$ cat src/rtl/red_pitaya_na_pkg.sv
// Shared definitions for the network-analyzer sweep controller:
// IQ register offsets, slave register map and sequencer state encoding.
package red_pitaya_na_pkg;

    localparam logic [15:0] IQ_REG_FREQ   = 16'h0108;
    localparam logic [15:0] IQ_REG_SUM_IL = 16'h0140;
    localparam logic [15:0] IQ_REG_SUM_IH = 16'h0144;
    localparam logic [15:0] IQ_REG_SUM_QL = 16'h0148;
    localparam logic [15:0] IQ_REG_SUM_QH = 16'h014C;

    localparam logic [15:0] SL_CTRL    = 16'h0000;
    localparam logic [15:0] SL_STATUS  = 16'h0004;
    localparam logic [15:0] SL_START   = 16'h0008;
    localparam logic [15:0] SL_STEP    = 16'h000C;
    localparam logic [15:0] SL_POINTS  = 16'h0010;
    localparam logic [15:0] SL_CUR_IDX = 16'h0014;

    typedef enum logic [2:0] {
        S_IDLE = 3'd0,
        S_SETF = 3'd1,
        S_POLL = 3'd2,
        S_RIH  = 3'd3,
        S_RQL  = 3'd4,
        S_RQH  = 3'd5,
        S_PUSH = 3'd6,
        S_NEXT = 3'd7
    } na_state_t;

    // IQ register touched by each bus-transaction state.
    function automatic logic [15:0] na_iq_addr(input na_state_t s);
        case (s)
            S_SETF:  return IQ_REG_FREQ;
            S_POLL:  return IQ_REG_SUM_IL;
            S_RIH:   return IQ_REG_SUM_IH;
            S_RQL:   return IQ_REG_SUM_QL;
            S_RQH:   return IQ_REG_SUM_QH;
            default: return 16'h0000;
        endcase
    endfunction

endpackage

$ cat src/rtl/red_pitaya_na_bus_master.sv
// Single-outstanding master on the IQ register bus: one-cycle strobe,
// address/data held until ack, ack data capture and a no-ack timeout.
module red_pitaya_na_bus_master #(
    parameter int TOBITS = 8
) (
    input  logic        clk_i,
    input  logic        rstn_i,
    input  logic        i_req_wr,
    input  logic        i_req_rd,
    input  logic [15:0] i_req_addr,
    input  logic [31:0] i_req_wdata,
    output logic        o_done,
    output logic        o_timeout,
    output logic [31:0] o_rdata,
    output logic [15:0] o_iq_addr,
    output logic        o_iq_wen,
    output logic        o_iq_ren,
    output logic [31:0] o_iq_wdata,
    input  logic        i_iq_ack,
    input  logic [31:0] i_iq_rdata
);

    logic              r_busy;
    logic [TOBITS-1:0] r_tmo_cnt;
    logic              r_wen;
    logic              r_ren;
    logic [15:0]       r_addr;
    logic [31:0]       r_wdata;
    logic              r_done;
    logic              r_timeout;
    logic [31:0]       r_rdata;

    always_ff @(posedge clk_i or negedge rstn_i) begin
        if (!rstn_i) begin
            r_busy    <= 1'b0;
            r_tmo_cnt <= '0;
            r_wen     <= 1'b0;
            r_ren     <= 1'b0;
            r_addr    <= '0;
            r_wdata   <= '0;
            r_done    <= 1'b0;
            r_timeout <= 1'b0;
            r_rdata   <= '0;
        end else begin
            r_wen     <= 1'b0;
            r_ren     <= 1'b0;
            r_done    <= 1'b0;
            r_timeout <= 1'b0;
            if (!r_busy) begin
                if (i_req_wr || i_req_rd) begin
                    r_wen     <= i_req_wr;
                    r_ren     <= i_req_rd && !i_req_wr;
                    r_addr    <= i_req_addr;
                    r_wdata   <= i_req_wdata;
                    r_busy    <= 1'b1;
                    r_tmo_cnt <= '1;
                end
            end else if (i_iq_ack) begin
                r_rdata <= i_iq_rdata;
                r_done  <= 1'b1;
                r_busy  <= 1'b0;
            end else if (r_tmo_cnt == TOBITS'(1)) begin
                // the strobe cycle counts as the first waited cycle
                r_done    <= 1'b1;
                r_timeout <= 1'b1;
                r_busy    <= 1'b0;
            end else begin
                r_tmo_cnt <= r_tmo_cnt - TOBITS'(1);
            end
        end
    end

    assign o_done     = r_done;
    assign o_timeout  = r_timeout;
    assign o_rdata    = r_rdata;
    assign o_iq_addr  = r_addr;
    assign o_iq_wen   = r_wen;
    assign o_iq_ren   = r_ren;
    assign o_iq_wdata = r_wdata;

endmodule

$ cat src/rtl/red_pitaya_na_sweep_ctrl.sv
// Network-analyzer sweep sequencer: PS-configured, drives one IQ block over
// its register bus and streams reassembled I/Q sums per frequency point.
//
// state | meaning
// IDLE  | waiting for start
// SETF  | write phase increment to 0x108 (re-arms averager)
// POLL  | read 0x140 until do_averaging clears, keep I low
// RIH   | read 0x144, I high
// RQL   | read 0x148, Q low
// RQH   | read 0x14C, Q high
// PUSH  | hold result beat until accepted
// NEXT  | advance index/frequency, finish or loop
module red_pitaya_na_sweep_ctrl
    import red_pitaya_na_pkg::*;
#(
    parameter int PHASEBITS = 32,
    parameter int SUMBITS   = 62,
    parameter int PTBITS    = 16,
    parameter int TOBITS    = 8
) (
    input  logic               clk_i,
    input  logic               rstn_i,
    input  logic [15:0]        addr,
    input  logic               wen,
    input  logic               ren,
    input  logic [31:0]        wdata,
    output logic               ack,
    output logic [31:0]        rdata,
    output logic [15:0]        iq_addr,
    output logic               iq_wen,
    output logic               iq_ren,
    output logic [31:0]        iq_wdata,
    input  logic               iq_ack,
    input  logic [31:0]        iq_rdata,
    output logic               res_valid,
    input  logic               res_ready,
    output logic [SUMBITS-1:0] res_i,
    output logic [SUMBITS-1:0] res_q,
    output logic [PTBITS-1:0]  res_idx,
    output logic               busy_o
);

    na_state_t             r_state;
    logic [PHASEBITS-1:0]  r_start_freq;
    logic [PHASEBITS-1:0]  r_step_freq;
    logic [PTBITS-1:0]     r_points;
    logic [PHASEBITS-1:0]  r_freq;
    logic [PTBITS-1:0]     r_idx;
    logic                  r_done;
    logic                  r_error;
    logic                  r_abort_req;
    logic                  r_pend;
    logic                  r_m_wr;
    logic                  r_m_rd;
    logic [15:0]           r_m_addr;
    logic [31:0]           r_m_wdata;
    logic [30:0]           r_lo_i;
    logic [30:0]           r_hi_i;
    logic [30:0]           r_lo_q;
    logic [30:0]           r_hi_q;
    logic                  r_valid;
    logic                  r_ack;
    logic [31:0]           r_rdata;

    logic                  w_busy;
    logic                  w_wr_ctrl;
    logic                  w_start;
    logic                  w_abort;
    logic                  w_m_done;
    logic                  w_m_tmo;
    logic [31:0]           w_m_rdata;

    assign w_busy    = (r_state != S_IDLE);
    assign w_wr_ctrl = wen && (addr == SL_CTRL);
    assign w_start   = w_wr_ctrl && wdata[0] && !wdata[1];
    assign w_abort   = r_abort_req || (w_wr_ctrl && wdata[1]);

    red_pitaya_na_bus_master #(.TOBITS(TOBITS)) u_bus_master (
        .clk_i       (clk_i),
        .rstn_i      (rstn_i),
        .i_req_wr    (r_m_wr),
        .i_req_rd    (r_m_rd),
        .i_req_addr  (r_m_addr),
        .i_req_wdata (r_m_wdata),
        .o_done      (w_m_done),
        .o_timeout   (w_m_tmo),
        .o_rdata     (w_m_rdata),
        .o_iq_addr   (iq_addr),
        .o_iq_wen    (iq_wen),
        .o_iq_ren    (iq_ren),
        .o_iq_wdata  (iq_wdata),
        .i_iq_ack    (iq_ack),
        .i_iq_rdata  (iq_rdata)
    );

    always_ff @(posedge clk_i or negedge rstn_i) begin
        if (!rstn_i) begin
            r_ack        <= 1'b0;
            r_rdata      <= '0;
            r_start_freq <= '0;
            r_step_freq  <= '0;
            r_points     <= '0;
        end else begin
            r_ack <= wen || ren;
            if (ren) begin
                case (addr)
                    SL_STATUS:  r_rdata <= {29'b0, r_error, r_done, w_busy};
                    SL_START:   r_rdata <= 32'(r_start_freq);
                    SL_STEP:    r_rdata <= 32'(r_step_freq);
                    SL_POINTS:  r_rdata <= 32'(r_points);
                    SL_CUR_IDX: r_rdata <= 32'(r_idx);
                    default:    r_rdata <= '0;
                endcase
            end
            if (wen) begin
                case (addr)
                    SL_START:  r_start_freq <= wdata[PHASEBITS-1:0];
                    SL_STEP:   r_step_freq  <= wdata[PHASEBITS-1:0];
                    SL_POINTS: r_points     <= wdata[PTBITS-1:0];
                    default:   ;
                endcase
            end
        end
    end

    always_ff @(posedge clk_i or negedge rstn_i) begin
        if (!rstn_i) begin
            r_state     <= S_IDLE;
            r_freq      <= '0;
            r_idx       <= '0;
            r_done      <= 1'b0;
            r_error     <= 1'b0;
            r_abort_req <= 1'b0;
            r_pend      <= 1'b0;
            r_m_wr      <= 1'b0;
            r_m_rd      <= 1'b0;
            r_m_addr    <= '0;
            r_m_wdata   <= '0;
            r_lo_i      <= '0;
            r_hi_i      <= '0;
            r_lo_q      <= '0;
            r_hi_q      <= '0;
            r_valid     <= 1'b0;
        end else begin
            r_m_wr      <= 1'b0;
            r_m_rd      <= 1'b0;
            r_abort_req <= w_busy && w_abort;
            case (r_state)
                S_IDLE: begin
                    if (w_start) begin
                        r_error <= 1'b0;
                        if (r_points == '0) begin
                            r_done <= 1'b1;
                        end else begin
                            r_done  <= 1'b0;
                            r_freq  <= r_start_freq;
                            r_idx   <= '0;
                            r_state <= S_SETF;
                        end
                    end
                end
                S_SETF, S_POLL, S_RIH, S_RQL, S_RQH: begin
                    if (!r_pend) begin
                        if (w_abort) begin
                            r_state <= S_IDLE;
                        end else begin
                            r_pend    <= 1'b1;
                            r_m_wr    <= (r_state == S_SETF);
                            r_m_rd    <= (r_state != S_SETF);
                            r_m_addr  <= na_iq_addr(r_state);
                            r_m_wdata <= 32'(r_freq);
                        end
                    end else if (w_m_done) begin
                        r_pend <= 1'b0;
                        if (w_m_tmo) begin
                            r_error <= 1'b1;
                            r_state <= S_IDLE;
                        end else if (w_abort) begin
                            r_state <= S_IDLE;
                        end else begin
                            case (r_state)
                                S_SETF: r_state <= S_POLL;
                                S_POLL: begin
                                    // bit 31 is do_averaging; stay and re-poll while set
                                    if (!w_m_rdata[31]) begin
                                        r_lo_i  <= w_m_rdata[30:0];
                                        r_state <= S_RIH;
                                    end
                                end
                                S_RIH: begin
                                    r_hi_i  <= w_m_rdata[30:0];
                                    r_state <= S_RQL;
                                end
                                S_RQL: begin
                                    r_lo_q  <= w_m_rdata[30:0];
                                    r_state <= S_RQH;
                                end
                                S_RQH: begin
                                    r_hi_q  <= w_m_rdata[30:0];
                                    r_valid <= 1'b1;
                                    r_state <= S_PUSH;
                                end
                                default: r_state <= S_IDLE;
                            endcase
                        end
                    end
                end
                S_PUSH: begin
                    if (w_abort) begin
                        r_valid <= 1'b0;
                        r_state <= S_IDLE;
                    end else if (res_ready) begin
                        r_valid <= 1'b0;
                        r_state <= S_NEXT;
                    end
                end
                S_NEXT: begin
                    if (w_abort) begin
                        r_state <= S_IDLE;
                    end else begin
                        r_idx  <= r_idx + PTBITS'(1);
                        r_freq <= r_freq + r_step_freq;
                        if (r_idx == r_points - PTBITS'(1)) begin
                            r_done  <= 1'b1;
                            r_state <= S_IDLE;
                        end else begin
                            r_state <= S_SETF;
                        end
                    end
                end
                default: r_state <= S_IDLE;
            endcase
        end
    end

    assign ack       = r_ack;
    assign rdata     = r_rdata;
    assign res_valid = r_valid;
    assign res_i     = SUMBITS'({r_hi_i, r_lo_i});
    assign res_q     = SUMBITS'({r_hi_q, r_lo_q});
    assign res_idx   = r_idx;
    assign busy_o    = w_busy;

endmodule
$ cat config.mk
export PLATFORM = sky130hd
export DESIGN_NAME = red_pitaya_na_sweep_ctrl
export DESIGN_NICKNAME = d
export VERILOG_FILES = /design/src/rtl/red_pitaya_na_pkg.sv /design/src/rtl/red_pitaya_na_bus_master.sv /design/src/rtl/red_pitaya_na_sweep_ctrl.sv
export SDC_FILE = /design/constraint.sdc
export NUM_CORES = 1
export LEC_CHECK = 0
export ABC_AREA = 1
export ABC_CLOCK_PERIOD_IN_PS = 3600
export CORE_AREA = 2 2 238 240
export CTS_CLUSTER_DIAMETER = 60
export DETAILED_ROUTE_END_ITERATION = 12
export DIE_AREA = 0 0 240 242
export PLACE_DENSITY = 0.62
export RECOVER_POWER = 50
export SKIP_LAST_GASP = 1
export SYNTH_ARGS = -nofsm -noshare
export SYNTH_HDL_FRONTEND = slang
export SYNTH_SLANG_ARGS = --single-unit
$ cat constraint.sdc
create_clock -name clk_i -period 3.6 [get_ports clk_i]
set_input_delay 0.36 -clock clk_i [delete_from_list [all_inputs] [get_ports clk_i]]
set_output_delay 0.36 -clock clk_i [all_outputs]
set_load 0.02 [all_outputs]
==> results by group, run 1 <==
Floorplanning
  – Initial Util: 35.4%
  – Area of the core: about 56000 sq um
  – Rows: 87
  – Die Height: ~240 um
  – IO Pins: between 300 and 400
  – Die footprint: roughly 58000 sq um
  – Die width: between 200 and 250 um

Drt
  – Vias/cell: approximately 4.9
  – Top sig layer: met4
  – TritonRoute pass-1 iters: 5
  – Wire length on met2: between 20000 and 30000 um
  – M1 wire length: 26300 um
  – Routed len/inst: 17.5 um
  – Post-route ant nets: 0
  – Routed WL: ~60000 um
  – Vias: around 17k
  – Initial DRC count: 1065
  – Drt drc: 0
  – Met3 WL post-DR: approximately 3400 um

Hold path
  – Hold WC Path Type: input pin to flop

Clock network
  – TritonCTS buffer count: just under 50
  – CTS tree: built
  – Clk slew on worst S/H paths: 0.06 ns
  – Hold_buf cts: 1
  – TritonCTS Sinks: between 400 and 500
  – Max clock buf depth: 3
  – CTS resizes: 0
  – Postcts setup bufs: 0
  – CTS H-tree depth: 2
  – Clock Root Buffer: clkbuf_16
  – Clk_lat worst skew: slightly below 0.6 ns

Synth
  – Complex-gate fraction of the synthesized area: 14.4%
  – Post-synthesis mux area share: 0.0570%
  – Post-synth EDFFs: 0
  – FFs w/ async S/R, synth: 100%
  – Seq cells post-synth: 412
  – Mean post-synth cell area: 8.20 sq um
  – Cell area after synthesis: roughly 20000 sq um
  – Synth Warn #: 0
  – Mapped Cells: around 2.4k
  – Largest family of logic cells by synthesized area: simple AND/OR/NAND/NOR gates
  – Synth unique cells: between 50 and 60
  – Main synth FF type: dfrtp_1
  – Post-synthesis adder-cell area fraction: 2.32%
  – Simple-gate share of the synthesized area: 20.9%
  – Share of the yosys chip area belonging to registers: a little over half
  – Xor and xnor area share after synthesis: around 1.5%

GRT
  – First-pass GRT wire length: 95700 um
  – Total GRT Usage: 20.9%
  – Gr ovfl total: 0
  – Vias in the first global route: between 15k and 20k
  – Initial antenna violation count: 1
  – Largest net degree at the start of global routing: between 90 and 100

Place
  – Placed cell count: roughly 3.4k
  – Pre-CTS setup slack: 0.537 ns
  – Gpl congestion: 0.897
  – # port buffers: a little under 300
  – DP HPWL: ~45000 um

STA
  – Final setup margin: between 0.5 and 0.6 ns
  – Clock Skew: ~0.026 ns
  – RSZ-0062 raised after global routing: false
  – Minimum period implied by the final worst setup slack: 3.05 ns
  – Hold Slack: between 0.3 and 0.4 ns
  – Slew @ Worst Pin: ~2.1 ns
  – Final Hold Fails: 0
  – Slew headroom: -43.0%
  – Max-slew violation count: approximately 130
  – Final TNS setup: 0 ns
  – # setup viols final: 0
  – Achievable clock frequency: 0.328 GHz
  – Tcrit/Tclk final: 84.6%

Power
  – PwrDens: around 400 nW/um^2
  – Lkg Pwr: between 10 and 15 nW
  – Worst vdd ir: 270 uV

Final layout
  – Fillers: 5475
  – Fin cells: about 3.5k
  – Layout cell share with drive strength beyond 1: 6.17%
  – Area growth, synth to finish: 27.3%
  – Final net count: roughly 2.8k
  – Final Core Density: approximately 45%

Setup path
  – Crit. End Element: flop
  – WP data required: 4.07 ns
  – Crit start category: input pin
  – Worst-path maximum fanout: 35
  – CP Class: input pin to flop
  – Crit path DAT: 3.52 ns

Status
  – Run status: finished, violations left
  – Failing checks: capacitance limit, slew limit

Job
  – Max_cap viols: 2
-- worst max-delay path, stage by stage --
cell	delay (ns)
dlygate4sd3_1	0.54
nor2_1	0.11
nand2_1	0.06
nor2_1	0.49
clkbuf_2	0.78
nand2_1	0.63
o22ai_1	0.31
nor3_1	0.07
o21ai_0	0.14
-- metal layers --
metal  vias up  global-route usage (%)
met5         -                       0
met4         0                    6.74
met3       105                    3.49
met2       517                    35.3
met1      8128                    27.2
li1       8273                       -
-- cells in the mapped netlist (29+ instances only) --
cell / count / area share (%)
inv_1: 294 / 5.6
o21ai_0: 245 / 6.2
nor3_1: 30 / 0.76
a21oi_1: 89 / 2.3
nand2_1: 627 / 12
o21ai_1: 107 / 2.7
nand3_1: 100 / 2.5
clkbuf_1: 59 / 1.1
ha_1: 35 / 2.2
o21ai_2: 29 / 1.3
nor2_1: 181 / 3.4
dfrtp_1: 412 / 52
-- cell families after synthesis --
logic type	Yosys count
simple gates	991
compound gates	521
buf+inv	414
flops	412
fa+ha+maj	36
xor+xnor	33
other cells	1
mux	1
-- cell type report --
type                       instances  area, sq um  share of cell area, %
clock buffer                      64         1340                   5.34
clock inverter                    22          350                   1.39
tap                              756          946                   3.76
multi-input combinational       1594         7770                   30.9
antenna                            1         2.50                0.00995
timing repair buffer             325         3270                   13.0
sequential                       412        10300                   41.0
inverter                         307         1150                   4.58
-- sequential cells by signal, indices dropped and copies added, names as in the netlist, 4 cells and up --
signal / cells
r_freq: 32
r_m_wdata: 32
r_start_freq: 32
r_step_freq: 32
rdata: 32
u_bus_master.o_iq_wdata: 32
u_bus_master.o_rdata: 32
r_hi_i: 31
r_hi_q: 31
r_lo_i: 31
r_lo_q: 31
r_points: 16
res_idx: 16
u_bus_master.r_tmo_cnt: 8
r_m_addr: 4
u_bus_master.o_iq_addr: 4
-- cells in the final DEF (no fill, tap or decap), types with 12 or more instances in the layout --
| cell | count |
|---|---|
| o21ai_2 | 29 |
| inv_1 | 294 |
| ha_1 | 35 |
| clkbuf_16 | 49 |
| xor2_1 | 20 |
| o21ai_0 | 246 |
| nor3_1 | 31 |
| conb_1 | 12 |
| nand2_1 | 626 |
| clkdlybuf4s50_1 | 283 |
| nand3_1 | 99 |
| dfrtp_1 | 412 |
| o22ai_1 | 18 |
| xnor2_1 | 13 |
| nor2_1 | 182 |
| dlygate4sd3_1 | 15 |
| nand4_1 | 13 |
| buf_4 | 13 |
| o21ai_1 | 106 |
| a21oi_1 | 89 |
-- stage by stage --
stage	power [W]	cell area, sq um
floorplan	0.00493	19800
global placement	0.00519	23500
detailed placement	0.00520	23500
CTS	0.0105	25200
global route	0.0107	25100
finish	0.0103	25100
-- where the power goes --
group	leakage (nW)	switching, W	total, W	internal (W)
Sequential	4.97	0.0000452	0.00473	0.00468
Combinational	6.27	0.000245	0.000378	0.000133
Clock	0.820	0.00199	0.00520	0.00321
Total	12.1	0.00228	0.0103	0.00802
-- worst paths after layout --
path	startpoint	to	slack, ns	depth (start not counted)
max	addr[15]	rdata[2]$_DFFE_PN0P_	0.55	9
max reg2reg	r_points[0]$_DFFE_PN0P_	r_freq[30]$_DFFE_PN0P_	0.90	12
min in group asynchronous	rstn_i	r_hi_i[17]$_DFFE_PN0P_	0.94	2
min reg2reg	r_m_addr[8]$_DFFE_PN0P_	r_m_addr[8]$_DFFE_PN0P_	0.46	2
max in group asynchronous	rstn_i	r_hi_q[2]$_DFFE_PN0P_	0.81	3
min	wdata[16]	r_step_freq[16]$_DFFE_PN0P_	0.36	3
(Power assumes the default switching activity.)
==> inputs of run 2 (changes only) <==
--- a/config.mk
+++ b/config.mk
@@ -6,12 +6,12 @@
 export NUM_CORES = 1
 export LEC_CHECK = 0
 export ABC_AREA = 1
-export ABC_CLOCK_PERIOD_IN_PS = 3600
+export ABC_CLOCK_PERIOD_IN_PS = 2690
 export CORE_AREA = 2 2 238 240
 export CTS_CLUSTER_DIAMETER = 60
 export DETAILED_ROUTE_END_ITERATION = 12
 export DIE_AREA = 0 0 240 242
-export PLACE_DENSITY = 0.62
+export PLACE_DENSITY = 0.64
 export RECOVER_POWER = 50
 export SKIP_LAST_GASP = 1
 export SYNTH_ARGS = -nofsm -noshare
==> constraint.sdc (replaced) <==
create_clock -name clk_i -period 2.69 [get_ports clk_i]
set_input_delay 0.269 -clock clk_i [delete_from_list [all_inputs] [get_ports clk_i]]
set_output_delay 0.269 -clock clk_i [all_outputs]
set_load 0.02 [all_outputs]
==> run 2 against run 1 <==
  * The flow still finishes with violations (capacitance limit, slew limit)
  * Clock power rose by 21%
  * Via count rose by 0.85%
  * Critical path type is now flop to flop
  * Design area rose by 0.28%
  * Die area did not move
  * Highest routed layer unchanged
  * First-iteration DRC count rose by 14%
  * Count of clock-buffer cells in the layout rose by 4
  * Register-to-register slack got worse by 0.76 ns
  * Worst setup slack got worse by 0.42 ns
==> results by group, run 2 (synthesized netlist as in run 1, its figures left out) <==
Setup path
  – CP Class: flop to flop
  – WP data required: 3.15 ns (-0.92 ns)
  – Worst-path maximum fanout: 4 (-89%)
  – Crit. End Element: flop
  – Crit path DAT: 3.01 ns (-0.51 ns)
  – Crit start category: flop

Power
  – PwrDens: 521 nW/um^2 (+27%)
  – Tot Pwr: 0.0131 W (+28%)
  – Sw power: 0.00298 W (+31%)
  – Reg power frac: 48.1% (+2.2 points)
  – Switching portion of total power: 22.7% (+0.55 points)
  – Clk network pwr share: 47.9% (-2.6 points)
  – Combinational power share: 3.9% (+0.2 points)
  – Worst vdd ir: 387 uV (+43%)
  – Lkg Pwr: 12.2 nW (+0.75%)
  – Internal power: 0.0102 W (+27%)

Clock network
  – CTS H-tree depth: 2 (unchanged)
  – TritonCTS Sinks: 412 (unchanged)
  – Postcts setup bufs: 0 (unchanged)
  – Max clock buf depth: 3 (unchanged)
  – Clk slew on worst S/H paths: 0.06 ns (about the same)
  – Clock Root Buffer: clkbuf_16
  – TritonCTS buffer count: 47 (-4.1%)
  – CTS tree: built
  – Clk_lat worst skew: 0.58 ns (about the same)

Final layout
  – Fillers: 5449 (-0.47%)
  – Area growth, synth to finish: 27.7%
  – Final Instance Area: 25200 sq um (+0.28%)
  – Layout cell share with drive strength beyond 1: 6.78% (+0.61 points)
  – Final Core Density: 45.2% (+0.13 points)
  – Area of the multi-input gates: 7760 sq um (about the same)
  – Most frequent cells in the layout: 626 x nand2_1, 412 x dfrtp_1, 295 x inv_1, 285 x clkdlybuf4s50_1, 246 x o21ai_0
  – Commonest non-fill, non-tap cell in the layout: nand2_1
  – FF/Latch Area: 10300 sq um (unchanged)
  – Final net count: 2834 (+0.82%)

STA
  – Tcrit/Tclk final: between 90% and 100%
  – Final Hold Fails: 0 (unchanged)
  – Slew headroom: -38.3% (+4.7 points)
  – RSZ-0062 raised after global routing: false
  – Clock Skew: 0.0174 ns (-0.00850 ns)
  – Final setup margin: 0.139 ns (-0.415 ns)
  – Slew @ Worst Pin: 2.07 ns (-0.0710 ns)
  – Final TNS setup: 0 ns (unchanged)
  – Minimum period implied by the final worst setup slack: about 2.6 ns
  – Achievable clock frequency: 0.392 GHz
  – Max-slew violation count: 80 (-37%)
  – # setup viols final: 0 (unchanged)

Job
  – Max_cap viols: 1 (-1)

GRT
  – Gr ovfl total: 0 (unchanged)
  – Largest net degree at the start of global routing: 84 (-7.7%)
  – Vias in the first global route: 17.0k (+0.012%)
  – First-pass GRT wire length: 94400 um (-1.4%)
  – Initial antenna violation count: 1 (unchanged)
  – Total GRT Usage: 20.5% (-0.38 points)

Drt
  – Vias/cell: 4.90 (+0.25%)
  – Initial DRC count: 1209 (+14%)
  – Drt drc: 0 (unchanged)
  – Routed WL: 59900 um (-1.4%)
  – Vias: 17.2k (+0.85%)
  – Post-route ant nets: 0 (unchanged)
  – Routed len/inst: 17.1 um (-2.0%)
  – TritonRoute pass-1 iters: 8 (+3)

Floorplanning
  – Die width: 240 um (unchanged)
  – Initial Util: 35.4% (unchanged)
  – Die Height: 242 um (unchanged)
  – IO Pins: 311 (unchanged)
  – Die footprint: 58100 sq um (unchanged)
  – Area of the core: 55700 sq um (unchanged)
  – Rows: 87 (unchanged)

Status
  – Run status: finished, violations left
  – Failing checks: capacitance limit, slew limit

Place
  – # port buffers: 298 (unchanged)
  – Post-DP Area: 23800 sq um (+1.2%)
  – DP HPWL: 44800 um (-0.24%)
  – Pre-CTS setup slack: 0.0792 ns (-0.458 ns)
  – Gpl congestion: 0.927 (+3.3%)

Hold path
  – Hold WC Path Type: input pin to flop
-- run 2: layer usage --
| layer | vias up | global-route usage, % | share of wire [%] |
|---|---|---|---|
| met1 | 8254 | 26.5 | 43 |
| met5 | - | 0 | 0 |
| met4 | 0 | 6.98 | 3.2 |
| met2 | 485 | 34.9 | 49 |
| li1 | 8321 | - | - |
| met3 | 108 | 3.29 | 5.1 |
-- run 2: power groups by stage --
stage | clock network [W] | registers, W | logic [W]
2_1_floorplan | 0 | 0.00642 | 0.000176
3_3_place_gp | 0 | 0.00644 | 0.000523
3_5_place_dp | 0 | 0.00644 | 0.000532
4_1_cts | 0.00647 | 0.00633 | 0.000538
5_1_grt | 0.00673 | 0.00633 | 0.000583
6_report | 0.00630 | 0.00633 | 0.000518
-- run 2: cell type report --
class / instances / area share, %
sequential: 412 / 40.9
multi-input combinational: 1594 / 30.8
timing repair buffer: 350 / 14.0
clock buffer: 68 / 5.41
inverter: 307 / 4.57
tap: 756 / 3.75
clock inverter: 13 / 0.546
antenna: 2 / 0.0199
-- run 2: what timing repair did --
item / in CTS / in global routing
hold buffers: 1 / 0
setup endpoints to repair: 0 / 1
gates resized for setup: 0 / 1
endpoints found under the hold margin: 74 / 0
-- run 2: through the flow --
step           instances  hold slack, ns
2_1_floorplan       2420         -0.0266
3_3_place_gp        3418           0.316
3_5_place_dp        3418           0.337
4_1_cts             3500           0.240
5_1_grt             3500           0.268
6_report            3502           0.269
-- run 2: worst paths after layout --
check                                       from                               to  slack, ns  cells past startpoint
setup / recovery           r_freq[0]$_DFFE_PN0P_           r_freq[20]$_DFFE_PN0P_       0.14                     11
hold / removal                         wdata[31]      r_step_freq[31]$_DFFE_PN0P_       0.27                      3
setup reg to reg           r_freq[0]$_DFFE_PN0P_           r_freq[20]$_DFFE_PN0P_       0.14                     11
hold reg to reg                 r_m_wr$_DFF_PN0_  u_bus_master.o_iq_ren$_DFF_PN0_       0.46                      1
max in group asynchronous                 rstn_i           r_hi_q[13]$_DFFE_PN0P_       0.43                      3
min in group asynchronous                 rstn_i           r_lo_q[19]$_DFFE_PN0P_       0.81                      2
-- run 2: worst max-delay path, cell delays in order (launching register included) --
cell	delay, ns
dfrtp_1	0.41
ha_1	0.20
inv_1	0.07
fa_1	0.43
o21ai_0	0.40
nand3_1	0.14
nand3_1	0.28
nand2_1	0.16
nand3_1	0.11
nand3_1	0.08
o211ai_1	0.10
nand2_1	0.07
==> inputs of run 3 (changes only) <==
--- a/config.mk
+++ b/config.mk
@@ -6,14 +6,14 @@
 export NUM_CORES = 1
 export LEC_CHECK = 0
 export ABC_AREA = 1
-export ABC_CLOCK_PERIOD_IN_PS = 2690
+export ABC_CLOCK_PERIOD_IN_PS = 2790
 export CORE_AREA = 2 2 238 240
-export CTS_CLUSTER_DIAMETER = 60
 export DETAILED_ROUTE_END_ITERATION = 12
 export DIE_AREA = 0 0 240 242
-export PLACE_DENSITY = 0.64
+export PLACE_DENSITY = 0.62
 export RECOVER_POWER = 50
 export SKIP_LAST_GASP = 1
+export SLEW_MARGIN = 20
 export SYNTH_ARGS = -nofsm -noshare
 export SYNTH_HDL_FRONTEND = slang
 export SYNTH_SLANG_ARGS = --single-unit
==> constraint.sdc (replaced) <==
create_clock -name clk_i -period 2.79 [get_ports clk_i]
set_input_delay 0.279 -clock clk_i [delete_from_list [all_inputs] [get_ports clk_i]]
set_output_delay 0.279 -clock clk_i [all_outputs]
set_load 0.02 [all_outputs]
==> run 3 against run 2 <==
  * The run still ends with capacitance limit, slew limit left
  * Combinational power decreased by 3%
  * Global-route usage increased by 0.48 points
  * Die area did not move
  * Utilization is 0.23 points higher
  * Hold slack better by 0.0025 ns
  * Clock power grew 3%
  * Count of clock-buffer cells in the layout is 2 lower
==> results by group, run 3 (synthesized netlist as in run 1, its figures left out) <==
Status
  – Run status: finished, violations left
  – Failing checks: capacitance limit, slew limit

Drt
  – TritonRoute pass-1 iters: 5 (-3)
  – Vias: 17.2k (+0.20%)
  – Drt drc: 0 (unchanged)
  – Vias/cell: 4.91 (+0.11%)
  – Routed len/inst: 17.4 um (+1.7%)
  – Initial DRC count: 1043 (-14%)
  – Routed WL: 61000 um (+1.7%)
  – Post-route ant nets: 0 (unchanged)

Final layout
  – Final net count: 2837 (+0.11%)
  – Area growth, synth to finish: 28.3%
  – N_diodes: 0 (-2)
  – Layout cell share with drive strength beyond 1: 6.80% (+0.024 points)
  – Final Core Density: 45.5% (+0.23 points)
  – Fin cells: 3505 (+0.086%)
  – Most frequent cells in the layout: 626 x nand2_1, 412 x dfrtp_1, 295 x inv_1, 285 x clkdlybuf4s50_1, 245 x o21ai_0
  – Commonest non-fill, non-tap cell in the layout: nand2_1

Power
  – Internal power: 0.0102 W (+0.17%)
  – Combinational power share: 3.9% (about the same)
  – Lkg Pwr: 12.2 nW (+0.51%)
  – Clk network pwr share: 49.5% (+1.6 points)
  – Reg power frac: 46.7% (-1.4 points)
  – Worst vdd ir: 426 uV (+10%)
  – PwrDens: 515 nW/um^2 (-1.1%)
  – Switching portion of total power: 22.1% (-0.60 points)
  – Sw power: 0.00289 W (-3.2%)

GRT
  – Total GRT Usage: 21.0% (+0.48 points)
  – First-pass GRT wire length: 96400 um (+2.1%)
  – Gr ovfl total: 0 (unchanged)
  – Initial antenna violation count: 1 (unchanged)
  – Largest net degree at the start of global routing: 72 (-14%)
  – Vias in the first global route: 17.2k (+1.0%)

Clock network
  – Clk slew on worst S/H paths: 0.07 ns (about the same)
  – TritonCTS buffer count: 46 (-2.1%)
  – Max clock buf depth: 3 (unchanged)
  – Clock Root Buffer: clkbuf_16
  – CTS tree: built
  – Clk_lat worst skew: 0.58 ns (about the same)
  – TritonCTS Sinks: 412 (unchanged)
  – CTS H-tree depth: 2 (unchanged)

STA
  – RSZ-0062 raised after global routing: false
  – # setup viols final: 0 (unchanged)
  – Minimum period implied by the final worst setup slack: 2.48 ns (-0.0679 ns)
  – Slew @ Worst Pin: 2.12 ns (+0.0462 ns)
  – Achievable clock frequency: 0.403 GHz (+2.7%)
  – Clock Skew: 0.0195 ns (+0.00214 ns)
  – Final setup margin: 0.307 ns (+0.168 ns)
  – Max-slew violation count: 104 (+30%)
  – Final Hold Fails: 0 (unchanged)
  – Slew headroom: -41.4% (-3.1 points)
  – Tcrit/Tclk final: 89.0% (-5.8 points)
  – Final TNS setup: 0 ns (unchanged)

Floorplanning
  – IO Pins: 311 (unchanged)
  – Area of the core: 55700 sq um (unchanged)
  – Die footprint: 58100 sq um (unchanged)
  – Die Height: 242 um (unchanged)
  – Die width: 240 um (unchanged)
  – Rows: 87 (unchanged)
  – Initial Util: 35.4% (unchanged)

Setup path
  – Crit path DAT: 2.96 ns (-0.05 ns)
  – Worst-path maximum fanout: 29 (+25)
  – WP data required: 3.27 ns (+0.12 ns)
  – Crit start category: flop
  – Crit. End Element: flop
  – CP Class: flop to flop

Place
  – DP HPWL: 45800 um (+2.2%)
  – # port buffers: 298 (unchanged)
  – Pre-CTS setup slack: 0.163 ns (+0.0833 ns)
  – Gpl congestion: 0.919 (-0.84%)
  – Placed cell count: 3422 (+0.12%)

Job
  – Max_cap viols: 2 (+1)

Hold path
  – Hold WC Path Type: input pin to flop
==> run 3: what timing repair did <==
action                                  in CTS  in global routing
hold buffers                                 1                  0
resized for setup                            0                  1
buffers inserted                             0                  0
endpoints found under the hold margin       57                  0
endpoints found under the setup margin       0                  1
==> run 3: layout make-up <==
cell class,count,area (sq um)
Timing Repair Buffer,354,3570
Clock buffer,66,1370
Tap cell,756,946
Sequential cell,412,10300
Multi-Input combinational cell,1594,7760
Fill cell,5492,30400
Inverter,307,1150
Clock inverter,16,230
==> run 3: per-layer routing <==
| layer | global-route usage (%) | wire (um) |
|---|---|---|
| met5 | 0 | 13 |
| met4 | 6.50 | 1800 |
| met3 | 3.43 | 3320 |
| met2 | 35.6 | 29500 |
| met1 | 27.4 | 26300 |
==> run 3: power by group through the flow <==
stage | Sequential (W) | Clock, W | Combinational [W]
5_1_grt | 0.00610 | 0.00689 | 0.000569
6_report | 0.00610 | 0.00646 | 0.000504
4_1_cts | 0.00610 | 0.00662 | 0.000527
3_3_place_gp | 0.00620 | 0 | 0.000516
3_5_place_dp | 0.00620 | 0 | 0.000523
2_1_floorplan | 0.00619 | 0 | 0.000170
==> run 3: worst max-delay path: stages, from the launching register on <==
cell and delay, ns:
dfrtp_1 0.40, nand2_1 0.48, clkbuf_1 1.04, nor2_1 0.25
a21oi_1 0.21
==> run 3: metrics by stage <==
stage	instance area, sq um	hold slack [ns]	total power, W
global placement	23800	0.318	0.00672
floorplan	19800	-0.0166	0.00636
detailed placement	23800	0.322	0.00673
finish	25300	0.272	0.0131
CTS	25500	0.235	0.0132
global route	25300	0.268	0.0136
==> run 3: final timing paths <==
path / from / to / slack [ns] / cells past startpoint
hold reg to reg: r_m_addr[8]$_DFFE_PN0P_ / r_m_addr[8]$_DFFE_PN0P_ / 0.45 / 2
setup reg to reg: u_bus_master.r_busy$_DFF_PN0_ / u_bus_master.o_rdata[13]$_DFFE_PN0P_ / 0.31 / 4
setup / recovery: u_bus_master.r_busy$_DFF_PN0_ / u_bus_master.o_rdata[13]$_DFFE_PN0P_ / 0.31 / 4
hold / removal: wdata[18] / r_start_freq[18]$_DFFE_PN0P_ / 0.27 / 3
max in group asynchronous: rstn_i / res_idx[9]$_DFFE_PN0P_ / 0.49 / 3
min in group asynchronous: rstn_i / r_lo_i[18]$_DFFE_PN0P_ / 0.86 / 2
